--- config.mk ---
export PLATFORM = sky130hd
export DESIGN_NAME = vproj_row_reader
export DESIGN_NICKNAME = d
export VERILOG_FILES = /design/src/rtl/vproj_pkg.sv /design/src/rtl/vproj_row_fifo.sv /design/src/rtl/vproj_row_reader.sv
export SDC_FILE = /design/constraint.sdc
export NUM_CORES = 1
export LEC_CHECK = 0
export CAP_MARGIN = 15
export CORE_UTILIZATION = 47
export CTS_CLUSTER_DIAMETER = 150
export DETAILED_ROUTE_END_ITERATION = 10
export GPL_TIMING_DRIVEN = 0
export MAX_ROUTING_LAYER = met4
export PLACE_DENSITY_LB_ADDON = 0.15
export SYNTH_ARGS = -nofsm -noshare
export SYNTH_HDL_FRONTEND = slang
export SYNTH_SLANG_ARGS = --single-unit
--- constraint.sdc ---
create_clock -name clk -period 6.9 [get_ports clk]
set_input_delay 1.38 -clock clk [delete_from_list [all_inputs] [get_ports clk]]
set_output_delay 1.38 -clock clk [all_outputs]
set_load 0.01 [all_outputs]
--- src/rtl/vproj_pkg.sv ---
// Shared types and geometry for the V-projection weight path.
package vproj_pkg;

  localparam int VPROJ_ROWS   = 128;
  localparam int VPROJ_ADDR_W = 7;
  localparam int VPROJ_DATA_W = 128;

  typedef enum logic [1:0] {
    IDLE  = 2'd0,
    RUN   = 2'd1,
    DRAIN = 2'd2,
    DONE  = 2'd3
  } rdr_state_e;

  typedef logic [VPROJ_DATA_W-1:0] vproj_row_t;

endpackage

--- src/rtl/vproj_row_fifo.sv ---
// First-word-fall-through row buffer; head reads as zero while empty.
module vproj_row_fifo #(
  parameter int DEPTH = 4,
  parameter int WIDTH = 129,
  localparam int CNT_W = $clog2(DEPTH + 1),
  localparam int PTR_W = (DEPTH > 1) ? $clog2(DEPTH) : 1
) (
  input  logic             clk,
  input  logic             rst_n,
  input  logic             flush_i,
  input  logic             push_i,
  input  logic [WIDTH-1:0] wdata_i,
  input  logic             pop_i,
  output logic [WIDTH-1:0] rdata_o,
  output logic [CNT_W-1:0] count_o,
  output logic             empty_o,
  output logic             full_o
);

  logic [WIDTH-1:0] mem_q [DEPTH];
  logic [PTR_W-1:0] wr_ptr_q, rd_ptr_q;
  logic [CNT_W-1:0] count_q;
  logic             do_push, do_pop;

  function automatic logic [PTR_W-1:0] ptr_inc(input logic [PTR_W-1:0] p);
    return (p == PTR_W'(DEPTH - 1)) ? '0 : p + 1'b1;
  endfunction

  assign empty_o = (count_q == '0);
  assign full_o  = (count_q == CNT_W'(DEPTH));
  assign count_o = count_q;
  assign do_pop  = pop_i & ~empty_o;
  assign do_push = push_i & (~full_o | do_pop);
  assign rdata_o = empty_o ? '0 : mem_q[rd_ptr_q];

  always_ff @(posedge clk or negedge rst_n) begin
    if (!rst_n) begin
      wr_ptr_q <= '0;
      rd_ptr_q <= '0;
      count_q  <= '0;
    end else if (flush_i) begin
      wr_ptr_q <= '0;
      rd_ptr_q <= '0;
      count_q  <= '0;
    end else begin
      if (do_push) wr_ptr_q <= ptr_inc(wr_ptr_q);
      if (do_pop)  rd_ptr_q <= ptr_inc(rd_ptr_q);
      case ({do_push, do_pop})
        2'b10:   count_q <= count_q + 1'b1;
        2'b01:   count_q <= count_q - 1'b1;
        default: count_q <= count_q;
      endcase
    end
  end

  always_ff @(posedge clk) begin
    if (do_push) mem_q[wr_ptr_q] <= wdata_i;
  end

endmodule

--- src/rtl/vproj_row_reader.sv ---
// Issues SRAM row reads and streams returned rows to the MAC array over valid/ready.
// IDLE: wait start | RUN: issuing reads | DRAIN: all issued, emptying | DONE: done pulse
module vproj_row_reader
  import vproj_pkg::*;
#(
  parameter int READ_LAT   = 2,
  parameter int ADDR_W     = VPROJ_ADDR_W,
  parameter int DATA_W     = VPROJ_DATA_W,
  parameter int FIFO_DEPTH = READ_LAT + 2
) (
  input  logic              clk,
  input  logic              rst_n,
  input  logic              start,
  input  logic [ADDR_W-1:0] base_addr,
  input  logic [ADDR_W:0]   num_rows,
  input  logic              abort,
  input  logic              init_busy,
  output logic [ADDR_W-1:0] rd_addr,
  input  logic [DATA_W-1:0] rd_dout,
  output logic              m_valid,
  input  logic              m_ready,
  output logic [DATA_W-1:0] m_data,
  output logic              m_last,
  output logic              busy,
  output logic              done
);

  localparam int TAG_N = 1 + READ_LAT;
  localparam int CNT_W = $clog2(FIFO_DEPTH + 1);
  localparam int CR_W  = $clog2(FIFO_DEPTH + TAG_N + 1);

  rdr_state_e        state_q, state_d;
  logic [ADDR_W-1:0] base_q, addr_q;
  logic [ADDR_W:0]   num_q, issued_q;
  logic [TAG_N-1:0]  tag_vld_q, tag_last_q;
  logic              start_acc, issue, issue_last, credit_ok, pop;
  logic [ADDR_W-1:0] issue_addr;
  logic [CR_W-1:0]   inflight;
  logic [CNT_W-1:0]  fifo_count;
  logic              fifo_empty, fifo_full;
  logic [DATA_W:0]   fifo_rdata;

  always_comb begin
    inflight = '0;
    for (int i = 0; i < TAG_N; i++) inflight = inflight + CR_W'(tag_vld_q[i]);
  end

  // Rows already in the wrapper pipe count against buffer space: the pipe cannot stall.
  assign credit_ok  = ~fifo_full & ((CR_W'(fifo_count) + inflight) < CR_W'(FIFO_DEPTH));
  assign start_acc  = (state_q == IDLE) & start & ~abort;
  assign issue      = (state_q == RUN) & ~init_busy & ~abort & (issued_q != num_q) & credit_ok;
  assign issue_last = issue & ((issued_q + (ADDR_W+1)'(1)) == num_q);
  assign issue_addr = base_q + issued_q[ADDR_W-1:0];
  assign rd_addr    = issue ? issue_addr : addr_q;

  assign m_valid = ~fifo_empty;
  assign m_data  = fifo_rdata[DATA_W-1:0];
  assign m_last  = fifo_rdata[DATA_W];
  assign pop     = m_valid & m_ready;

  always_comb begin
    state_d = state_q;
    busy    = 1'b0;
    done    = 1'b0;
    case (state_q)
      IDLE:  if (start) state_d = (num_rows == '0) ? DONE : RUN;
      RUN: begin
        busy = 1'b1;
        if (issued_q == num_q) state_d = DRAIN;
      end
      DRAIN: begin
        busy = 1'b1;
        if (pop & m_last) state_d = DONE;
      end
      DONE: begin
        busy    = 1'b1;
        done    = 1'b1;
        state_d = IDLE;
      end
      default: state_d = IDLE;
    endcase
    if (abort) state_d = IDLE;
  end

  always_ff @(posedge clk or negedge rst_n) begin
    if (!rst_n) state_q <= IDLE;
    else        state_q <= state_d;
  end

  always_ff @(posedge clk or negedge rst_n) begin
    if (!rst_n) begin
      base_q     <= '0;
      num_q      <= '0;
      issued_q   <= '0;
      addr_q     <= '0;
      tag_vld_q  <= '0;
      tag_last_q <= '0;
    end else begin
      addr_q <= rd_addr;
      if (start_acc) begin
        base_q   <= base_addr;
        num_q    <= num_rows;
        issued_q <= '0;
      end else if (issue) begin
        issued_q <= issued_q + 1'b1;
      end
      if (abort) begin
        tag_vld_q  <= '0;
        tag_last_q <= '0;
      end else begin
        tag_vld_q  <= {tag_vld_q[TAG_N-2:0], issue};
        tag_last_q <= {tag_last_q[TAG_N-2:0], issue_last};
      end
    end
  end

  vproj_row_fifo #(
    .DEPTH (FIFO_DEPTH),
    .WIDTH (DATA_W + 1)
  ) u_fifo (
    .clk     (clk),
    .rst_n   (rst_n),
    .flush_i (abort),
    .push_i  (tag_vld_q[TAG_N-1]),
    .wdata_i ({tag_last_q[TAG_N-1], rd_dout}),
    .pop_i   (pop),
    .rdata_o (fifo_rdata),
    .count_o (fifo_count),
    .empty_o (fifo_empty),
    .full_o  (fifo_full)
  );

endmodule
After elaboration in Yosys (flattened, before gate mapping)
Memories as Yosys holds them, arrays and structs flattened.
Cells that the tools add are included.
{"block": "classes", "addsub": 9, "n_lt_le_gt_ge": 1, "eq_ne": 14, "n_mux": 24, "n_bitwise": 17, "reduce_logical": 9}
{"operator": "$mux 129", "count": 1}
{"operator": "$mux 2", "count": 11}
{"operator": "$eq 8x8->1", "count": 2}
{"operator": "$mux 8", "count": 2}
{"operator": "$and 1x1->1", "count": 12}
{"operator": "$eq 2x2->1 const B", "count": 5}
{"operator": "$mux 3", "count": 3}
{"operator": "$add 8x1->8 const B", "count": 1}
{"operator": "$logic_not 8->1", "count": 1}
{"operator": "$ne 8x8->1", "count": 1}
{"operator": "$pmux 2 s4", "count": 1}
{"operator": "$add 7x7->7", "count": 1}
{"operator": "$mux 7", "count": 1}
{"operator": "$ne 3x3->1 const B", "count": 2}
{"operator": "$pmux 3 s2", "count": 1}
{"operator": "$reduce_bool 2->1", "count": 3}
{"operator": "$add 2x1->2 const B", "count": 2}
{"operator": "$eq 2x1->1 const B", "count": 2}
{"operator": "$mux 1", "count": 4}
{"operator": "$not 1->1", "count": 4}
{"operator": "$add 2x1->3", "count": 1}
{"operator": "$add 3x1->3 const B", "count": 1}
{"operator": "$add 3x3->3", "count": 1}
{"operator": "$eq 3x3->1 const B", "count": 1}
{"operator": "other kinds (10)", "count": 10}
{"block": "totals", "register_bits": 45, "mem_bits_rw": 516, "output_inout_bits": 139, "memories": 1}
{"memory": "u_fifo.mem_q", "depth": 4, "word_bits": 129, "rd": 1, "rd_ports_with_merged_regs": 0, "write_ports": 1, "line_no": "vproj_row_fifo.sv:20", "rtl": "logic [WIDTH-1:0] mem_q [DEPTH];"}

Depth between registers and ports, before layout
Gate-level depths: netlist of run 1.
{"block": "depth", "depth_word": 9, "ltp_mapped": 12, "depth_no_buf": 9}

Hierarchy
From an unflattened synthesis of run 1, not the netlist that was laid out.
{"block": "unflattened", "cells_unflattened": 1118, "area_unflattened_um2": 22250.1}
{"mod": "vproj_row_fifo", "n_inst": 1, "cells_each": 877, "area_each_um2": 20031.7, "seq_area_each_um2": 15670.0}
{"mod": "vproj_row_reader", "n_inst": 1, "cells_each": 241, "area_each_um2": 2218.4, "seq_area_each_um2": 950.9}

Worst setup path before layout of run 1
No wires, ideal clock.
{"block": "synth_timing", "path_kind": "input port to flip-flop", "start": "input port m_ready", "end": "memory u_fifo.mem_q[0][0], enable pin", "setup_time_ns": 0.503, "arrival_ns": 4.766, "t_required_ns": 6.397, "path_slack_ns": 1.631, "cell_stages": 3, "n_path_buf": 0, "cell_sequence": "inv_1 -> a31oi_1 -> and2_1"}
{"block": "synth_via", "elab_chain_len": 6}
{"item": "start, declared", "line_no": "vproj_row_reader.sv:21", "rtl": "input logic m_ready,"}
{"item": "$and 1x1->1", "line_no": "vproj_row_reader.sv:59", "rtl": "assign pop = m_valid & m_ready;"}
{"item": "$and 1x1->1", "line_no": "vproj_row_fifo.sv:32", "rtl": "assign do_pop = pop_i & ~empty_o;"}
{"item": "$or 1x1->1", "line_no": "vproj_row_fifo.sv:33", "rtl": "assign do_push = push_i & (~full_o | do_pop);"}
{"item": "$and 1x1->1", "line_no": "vproj_row_fifo.sv:33"}
{"item": "$mux 1", "line_no": "vproj_row_fifo.sv:57", "rtl": "if (do_push) mem_q[wr_ptr_q] <= wdata_i;"}
{"item": "$mux 1 (not written as such)", "line_no": "vproj_row_fifo.sv:57"}
{"item": "end, declared", "line_no": "vproj_row_fifo.sv:20"}
No other way between the ends.

Worst setup path after layout of run 1
{"block": "layout_timing", "start": "register u_fifo.count_q[0], in the netlist u_fifo.count_o[0]", "end": "output port rd_addr[5]"}
{"block": "layout_via", "elab_chain_len": 5, "word_cells_on_any_way": 7}
{"item": "start, declared", "line_no": "vproj_row_fifo.sv:22", "rtl": "logic [CNT_W-1:0] count_q;"}
{"item": "start signal, assigned", "line_no": "vproj_row_fifo.sv:49", "rtl": "2'b10: count_q <= count_q + 1'b1;"}
{"item": "start signal, assigned", "line_no": "vproj_row_fifo.sv:50", "rtl": "2'b01: count_q <= count_q - 1'b1;"}
{"item": "start signal, assigned", "line_no": "vproj_row_fifo.sv:51", "rtl": "default: count_q <= count_q;"}
{"item": "$add 3x3->3 or $eq 3x3->1 (tied branches)", "line_no": "vproj_row_reader.sv:49, vproj_row_fifo.sv:30"}
{"item": "$lt 3x3->1 or $not 1->1 (tied branches)", "line_no": "vproj_row_reader.sv:49", "rtl": "assign credit_ok = ~fifo_full & ((CR_W'(fifo_count) + inflight) < CR_W'(FIFO_DEPTH));"}
{"item": "$and 1x1->1 *", "line_no": "vproj_row_reader.sv:49"}
{"item": "$and 1x1->1 *", "line_no": "vproj_row_reader.sv:51", "rtl": "assign issue = (state_q == RUN) & ~init_busy & ~abort & (issued_q != num_q) & credit_ok;"}
{"item": "$mux 7 *", "line_no": "vproj_row_reader.sv:54", "rtl": "assign rd_addr = issue ? issue_addr : addr_q;"}
{"item": "end, declared", "line_no": "vproj_row_reader.sv:18", "rtl": "output logic [ADDR_W-1:0] rd_addr,"}
Every way passes the cells marked *; elsewhere a longest branch is shown, timed or not.

==> results.toml, run 1 <==
[sta]
rsz0062_at_grt = "false"
setup_violations = 0
worst_pin_slew_ns = 1.06
fin_crit_sh_pct = 77.3
relSlewSlack_pct = 29.4
drv_slew = 0
fin_skew_ns = 0.0128
period_minus_slack_ns = 5.33
setup_ws_ns = 1.57
holdWs_ns = 0.484
max_clock_freq_mhz = 187
hold_viol = 0

[synthesis]
netlist_instances = 1115
synth_edf_count = 516
syn_area_per_cell_sq_um = 19.8
ys_warn_count = 0
synth_flop_cell = "edfxtp_1"
synth_cell_types = 45
synth_fp_nets = 1284
synth.yosys.seq_area_share_pct = 75.3
async_flop_share_pct = 8.02
synthesis.area_sq_um = 22100
synth-seq-cells = 561

[worst_setup_path]
cp-end-kind = "primary output"
cpPeakStageDelay_ns = 0.50
critPathSlowestCell = "dfrtp_1"
start_kind = "register"
path_cells = "fa_1 -> ha_1 -> a31oi_1 -> mux2i_1 -> and2_1 -> clkbuf_1 -> nand2_2 -> inv_2 -> buf_6 -> mux2_4 -> clkdlybuf4s50_1"
r2r_cells = 12
worstPathMaxFanout = 10
worstPathRequired_ns = 5.52
arrival_ns = 3.95
path_class = "reg -> out"

[detailed_routing]
postRouteAntennaNets = 0
drc = 0
detail_route.wl_per_cell_um = 21.9
drt_iter0_drc = 786
dr.pass1.iters = 4
drt-total-wl_mm = 46.6
avgViaCountPerCell = 5.34
routed-via-count = 11400

[clocking]
cts_buffers = 58
clkTransAtPathRegs_ns = 0.06
clock_latency_ns = 0.61
clock_sinks = 561
cts_tree = "built"
cts-root-buf = "clkbuf_16"
holdBufCountCts = 0
ctsResizeCount = 0
htree_levels = 2
clock_path_buffers = 3
cts_setup_buffers = 0

[grt]
grt_overflow = 0
grt_max_degree = 54
grt_pass1_vias = 11800
antenna_found_initial = 6
grt.total_usage_pct = 20.5
grt_pass1_wl_mm = 70.3

[cells_and_area]
area_growth_pct = 25.7
multi_input_area_sq_um = 5190
fin_util_pct = 59.8
finish.net_count = 1640
seq_area_sq_um = 16600
drive_gt1_share_pct = 16.3
fillers = 3467
fin_area_sq_um = 27800

[die]
ios = 288
rows = 79
fp.dieW_um = 219
dieArea_sq_um = 47900
start_util_pct = 47.5
die_h_um = 219
coreArea_sq_um = 46500

[power_and_ir_drop]
ir_drop_v = 0.000234
clockPowerShare_pct = 38.1
seqPwrFrac_pct = 50.1
pwr_density_cell_nw_per_um2 = 278
power.switching_uw = 1750
combPwrFrac_pct = 11.8
switching_share_pct = 22.7
internal_power_uw = 5950
p_leak_uw = 0.00905

[min_path]
min_path_type = "reg -> reg"
hold_depth = 1

[placed_design]
pre_cts_slack_ns = 1.75
dpl.hpwl_mm = 29.1
portBuffers = 287
gp_congestion = 0.784
placed_cell_area_sq_um = 26000

[run_status]
outcome = "complete, no violations"

[run]
cap_violations = 0
-- state kept, by name, indices dropped and copies added, names as in the netlist --
signal and count:
addr_q 7, base_q 7, issued_q 8, num_q 8
state_q 2, tag_last_q 3, tag_vld_q 3, u_fifo.count_o 3
u_fifo.mem_q 516, u_fifo.rd_ptr_q 2, u_fifo.wr_ptr_q 2
-- final timing paths --
kind / endpoint / start / slack [ns]
min in group asynchronous: num_q[1] / rst_n / 0.69
max in group asynchronous: u_fifo.count_o[2] / rst_n / 5.72
worst min register to register: tag_last_q[2] / tag_last_q[1] / 0.48
worst max-delay path: rd_addr[5] / u_fifo.count_o[0] / 1.57
worst min-delay path: tag_last_q[2] / tag_last_q[1] / 0.48
worst max register to register: u_fifo.count_o[2] / u_fifo.count_o[2] / 3.61
-- synth_stat cells, types with 2 or more instances --
cell	instances	share of area (%)
edfxtp_1	516	70
and2_1	135	3.8
mux4_2	129	13
nand2_1	64	1.1
dfrtp_1	45	5.1
clkbuf_1	33	0.56
nor2_1	21	0.36
xnor2_1	19	0.75
ha_1	17	0.96
buf_2	16	0.36
a21oi_1	15	0.34
inv_1	11	0.19
a31oi_1	9	0.25
nand3_1	9	0.20
o21ai_0	7	0.16
buf_1	6	0.10
nor2b_1	6	0.17
nor3_1	5	0.11
o31ai_1	5	0.17
xor2_1	5	0.20
or4_1	4	0.14
a31o_2	3	0.12
fa_1	3	0.27
mux2_4	3	0.20
mux2i_1	3	0.14
o211ai_1	3	0.10
a2111oi_0	2	0.079
nand2b_1	2	0.057
nor4_1	2	0.057
or2_2	2	0.057
-- routing by layer --
metal / vias up / wire (um) / part of all wire (%) / track usage (%)
met5: - / 0 / 0 / -
met4: 0 / 1050 / 2.3 / 6.41
met3: 78 / 3320 / 7.1 / 5.90
met2: 273 / 22500 / 48 / 31.6
met1: 5864 / 19700 / 42 / 26.4
li1: 5155 / - / - / -
-- power groups by stage --
stage	clock network, uW	logic [uW]	registers [uW]
2_1_floorplan	0	502	3920
3_3_place_gp	0	904	3940
3_5_place_dp	0	921	3930
4_1_cts	3010	927	3860
5_1_grt	3140	1000	3870
6_report	2930	910	3860
-- cell type report --
cell class | instances | area share [%]
multi-input cells | 486 | 18.7
repair buffers | 296 | 11.2
inverters | 12 | 0.162
well taps | 607 | 2.74
plain buffers | 56 | 0.856
diodes | 6 | 0.0541
clock buffers | 74 | 5.52
flip-flops and latches | 561 | 59.9
clock inverters | 33 | 0.906
-- logic make-up after synthesis --
| kind of cell | after synthesis | share of synthesized area (%) |
|---|---|---|
| and+or+nand+nor | 257 | 6.30 |
| AOI/OAI and AO/OA | 49 | 1.43 |
| buffers and inverters | 68 | 1.28 |
| DFF | 561 | 75.3 |
| adders and majority gates | 20 | 1.24 |
| muxes | 136 | 13.5 |
| xor gates and xnor gates | 24 | 0.952 |
-- worst max-delay path: cells and delay by family (launching register included) --
family                     cells  cell delay (ns)
and+or+nand+nor                2             0.28
muxes                          2             0.58
DFF                            1             0.50
AOI/OAI and AO/OA              1             0.20
buffers and inverters          4             1.09
adders and majority gates      2             0.70
-- layout by cell type (no fill, tap or decap), types with 3 or more instances in the layout --
| cell type | count |
|---|---|
| o21ai_0 | 7 |
| buf_16 | 8 |
| xnor2_1 | 19 |
| clkdlybuf4s50_1 | 286 |
| mux4_2 | 129 |
| fa_1 | 3 |
| ha_1 | 17 |
| buf_1 | 6 |
| clkinv_2 | 9 |
| a31o_2 | 3 |
| mux2i_1 | 3 |
| and2_1 | 131 |
| buf_2 | 17 |
| nor2b_1 | 6 |
| diode_2 | 6 |
| nand2_1 | 64 |
| mux2_4 | 3 |
| and2_4 | 4 |
| clkbuf_1 | 48 |
| xor2_1 | 5 |
| inv_1 | 11 |
| o31ai_1 | 5 |
| a21oi_1 | 15 |
| edfxtp_1 | 516 |
| o211ai_1 | 3 |
| nand3_1 | 9 |
| nor3_1 | 5 |
| clkinv_1 | 16 |
| or4_1 | 4 |
| dfrtp_1 | 45 |
| nor2_1 | 21 |
| a31oi_1 | 9 |
| bufinv_16 | 3 |
| clkbuf_16 | 59 |
-- per-stage QoR --
stage               total power, uW  setup TNS (ns)  cells
global route                   8020               0   2131
finish                         7710               0   2131
CTS                            7810               0   2125
floorplan                      4420               0   1115
global placement               4840         -886.57   2009
detailed placement             4850               0   2018
Note: power is estimated with default switching activity, not from simulation.
==> inputs of run 2 (changes only) <==
==> constraint.sdc (replaced) <==
create_clock -name clk -period 5.4 [get_ports clk]
set_input_delay 1.08 -clock clk [delete_from_list [all_inputs] [get_ports clk]]
set_output_delay 1.08 -clock clk [all_outputs]
set_load 0.01 [all_outputs]
==> results of run 2 <==
The final DEF is identical to that of run 1. Status: complete, no violations.
Among the figures that moved: setup slack after placement 1.75 ns -> 0.847 ns; setup slack after layout 1.57 ns -> 0.366 ns; hold slack 0.484 ns -> 0.390 ns; register-to-register setup slack 3.61 ns -> 2.11 ns; total power 7710 uW -> 9850 uW; worst IR drop on VDD 0.000234 V -> 0.000299 V
==> inputs of run 3 (changes only) <==
--- a/config.mk
+++ b/config.mk
@@ -6,6 +6,7 @@
 export NUM_CORES = 1
 export LEC_CHECK = 0
 export CAP_MARGIN = 15
+export CORE_ASPECT_RATIO = 1.2
 export CORE_UTILIZATION = 47
 export CTS_CLUSTER_DIAMETER = 150
 export DETAILED_ROUTE_END_ITERATION = 10
==> run 3 against run 2 <==
Compared with the run above: die area hardly changed; routed wire length fell by 1.6%; via count decreased by 1.3%; sequential power about the same; hold slack lost 0.024 ns; cell area about the same; clock skew is 0.0020 ns lower; first-iteration DRC count decreased by 45%; clock-buffer cell count fell by 2; power increased by 0.17%.
==> results.toml, run 3 (synthesis gave the netlist of run 1 again) <==
[sta]
setup_violations = 0
period_minus_slack_ns = 5.02
tns_ns = 0
max_clock_freq_mhz = 199
worst_pin_slew_ns = 0.973
drv_slew = 0
fin_crit_sh_pct = 93.0
hold_viol = 0
relSlewSlack_pct = 35.1
setup_ws_ns = 0.380
rsz0062_at_grt = "false"
fin_skew_ns = 0.0108

[power_and_ir_drop]
power_uw = 9870
power.switching_uw = 2190
clockPowerShare_pct = 38.2
ir_drop_v = 0.000326
switching_share_pct = 22.2
seqPwrFrac_pct = 50.0
pwr_density_cell_nw_per_um2 = 356
p_leak_uw = 0.00905
combPwrFrac_pct = 11.8
internal_power_uw = 7670

[worst_setup_path]
start_kind = "register"
setup.worst_path.start = "u_fifo.count_o[0]"
worstPathMaxFanout = 10
r2r_cells = 12
cp-end-kind = "primary output"
arrival_ns = 3.94
reg2reg_from = "u_fifo.count_o[2]"
path_class = "reg -> out"
worstPathRequired_ns = 4.32

[die]
rows = 86
ios = 288
fp.dieW_um = 200
start_util_pct = 47.8
coreArea_sq_um = 46200
die_h_um = 239
dieArea_sq_um = 47900

[clocking]
clock_path_buffers = 3
cts_setup_buffers = 0
holdBufCountCts = 0
cts-root-buf = "clkbuf_16"
clock_latency_ns = 0.59
clock_sinks = 561
ctsResizeCount = 0
cts_tree = "built"
clkTransAtPathRegs_ns = 0.06
htree_levels = 2
cts_buffers = 55

[grt]
antenna_found_initial = 2
grt.total_usage_pct = 20.3
grt_overflow = 0
grt_pass1_vias = 12000
grt_max_degree = 55
grt_pass1_wl_mm = 69.5

[detailed_routing]
dr.pass1.iters = 5
avgViaCountPerCell = 5.27
routed-via-count = 11200
drt-total-wl_mm = 45.9
drc = 0
drt_iter0_drc = 430
postRouteAntennaNets = 0
detail_route.wl_per_cell_um = 21.5

[run_status]
outcome = "complete, no violations"

[cells_and_area]
area_growth_pct = 25.6
layout_commonest_cell = "edfxtp_1"
finalNonFillerCells = 2130
finish.net_count = 1637
fillers = 3399
largest_reg_flops = 516
top_register = "u_fifo.mem_q"
reg_top3 = "u_fifo.mem_q: 516 flops, issued_q: 8 flops, num_q: 8 flops"
drive_gt1_share_pct = 16.3
final_cell_mix = "edfxtp_1 (516), clkdlybuf4s50_1 (286), and2_1 (131)"
fin_util_pct = 60.1

[min_path]
min_path_type = "in -> async"

[placed_design]
pre_cts_slack_ns = 0.842
portBuffers = 287
placed_cells = 2027
dpl.hpwl_mm = 28.9
gp_congestion = 0.768

[run]
cap_violations = 0
==> run 3: worst paths after layout <==
kind / to / slack, ns
worst min register to register: tag_last_q[2] / 0.48
worst max register to register: u_fifo.count_o[2] / 2.12
worst min-delay path: u_fifo.count_o[0] / 0.37
max in group asynchronous: num_q[7] / 4.54
min in group clk: tag_last_q[2] / 0.48
worst max-delay path: rd_addr[5] / 0.38
==> run 3: area by class of cell <==
class | count | area (sq um) | area share (%)
Antenna cell | 3 | 7.51 | 0.0271
Buffer | 56 | 238 | 0.857
Clock buffer | 72 | 1440 | 5.19
Clock inverter | 28 | 323 | 1.16
Inverter | 12 | 45.0 | 0.162
Multi-Input combinational cell | 486 | 5190 | 18.7
Sequential cell | 561 | 16600 | 59.9
Tap cell | 616 | 771 | 2.78
Timing Repair Buffer | 296 | 3110 | 11.2
==> run 3: routing by layer <==
metal | part of all wire [%] | GRT usage, %
met2 | 51 | 33.8
met1 | 40 | 24.7
met5 | 0 | -
met3 | 6.8 | 5.38
met4 | 1.6 | 4.63
==> run 3: worst max-delay path, cell delays in order (launching register included) <==
cell and delay (ns):
dfrtp_1 0.50, fa_1 0.42, ha_1 0.29, a31oi_1 0.20, mux2i_1 0.26, and2_1 0.15, clkbuf_1 0.37, nand2_2 0.12
inv_2 0.09, buf_6 0.16, mux2_4 0.31, clkdlybuf4s50_1 0.48
==> run 3: power groups by stage <==
stage / Sequential (uW) / Combinational (uW) / Clock, uW
final: 4940 / 1160 / 3770
after global placement: 5030 / 1160 / 0
after floorplan: 5010 / 641 / 0
after global routing: 4950 / 1290 / 4020
after detailed placement: 5030 / 1180 / 0
after CTS: 4940 / 1190 / 3860
==> run 3: per-stage QoR <==
stage / cell area [sq um] / hold slack, ns
detailed placement: 26000 / 0.469
finish: 27700 / 0.366
global placement: 25700 / 0.464
global route: 27700 / 0.341
CTS: 27700 / 0.322
floorplan: 22100 / 0.439
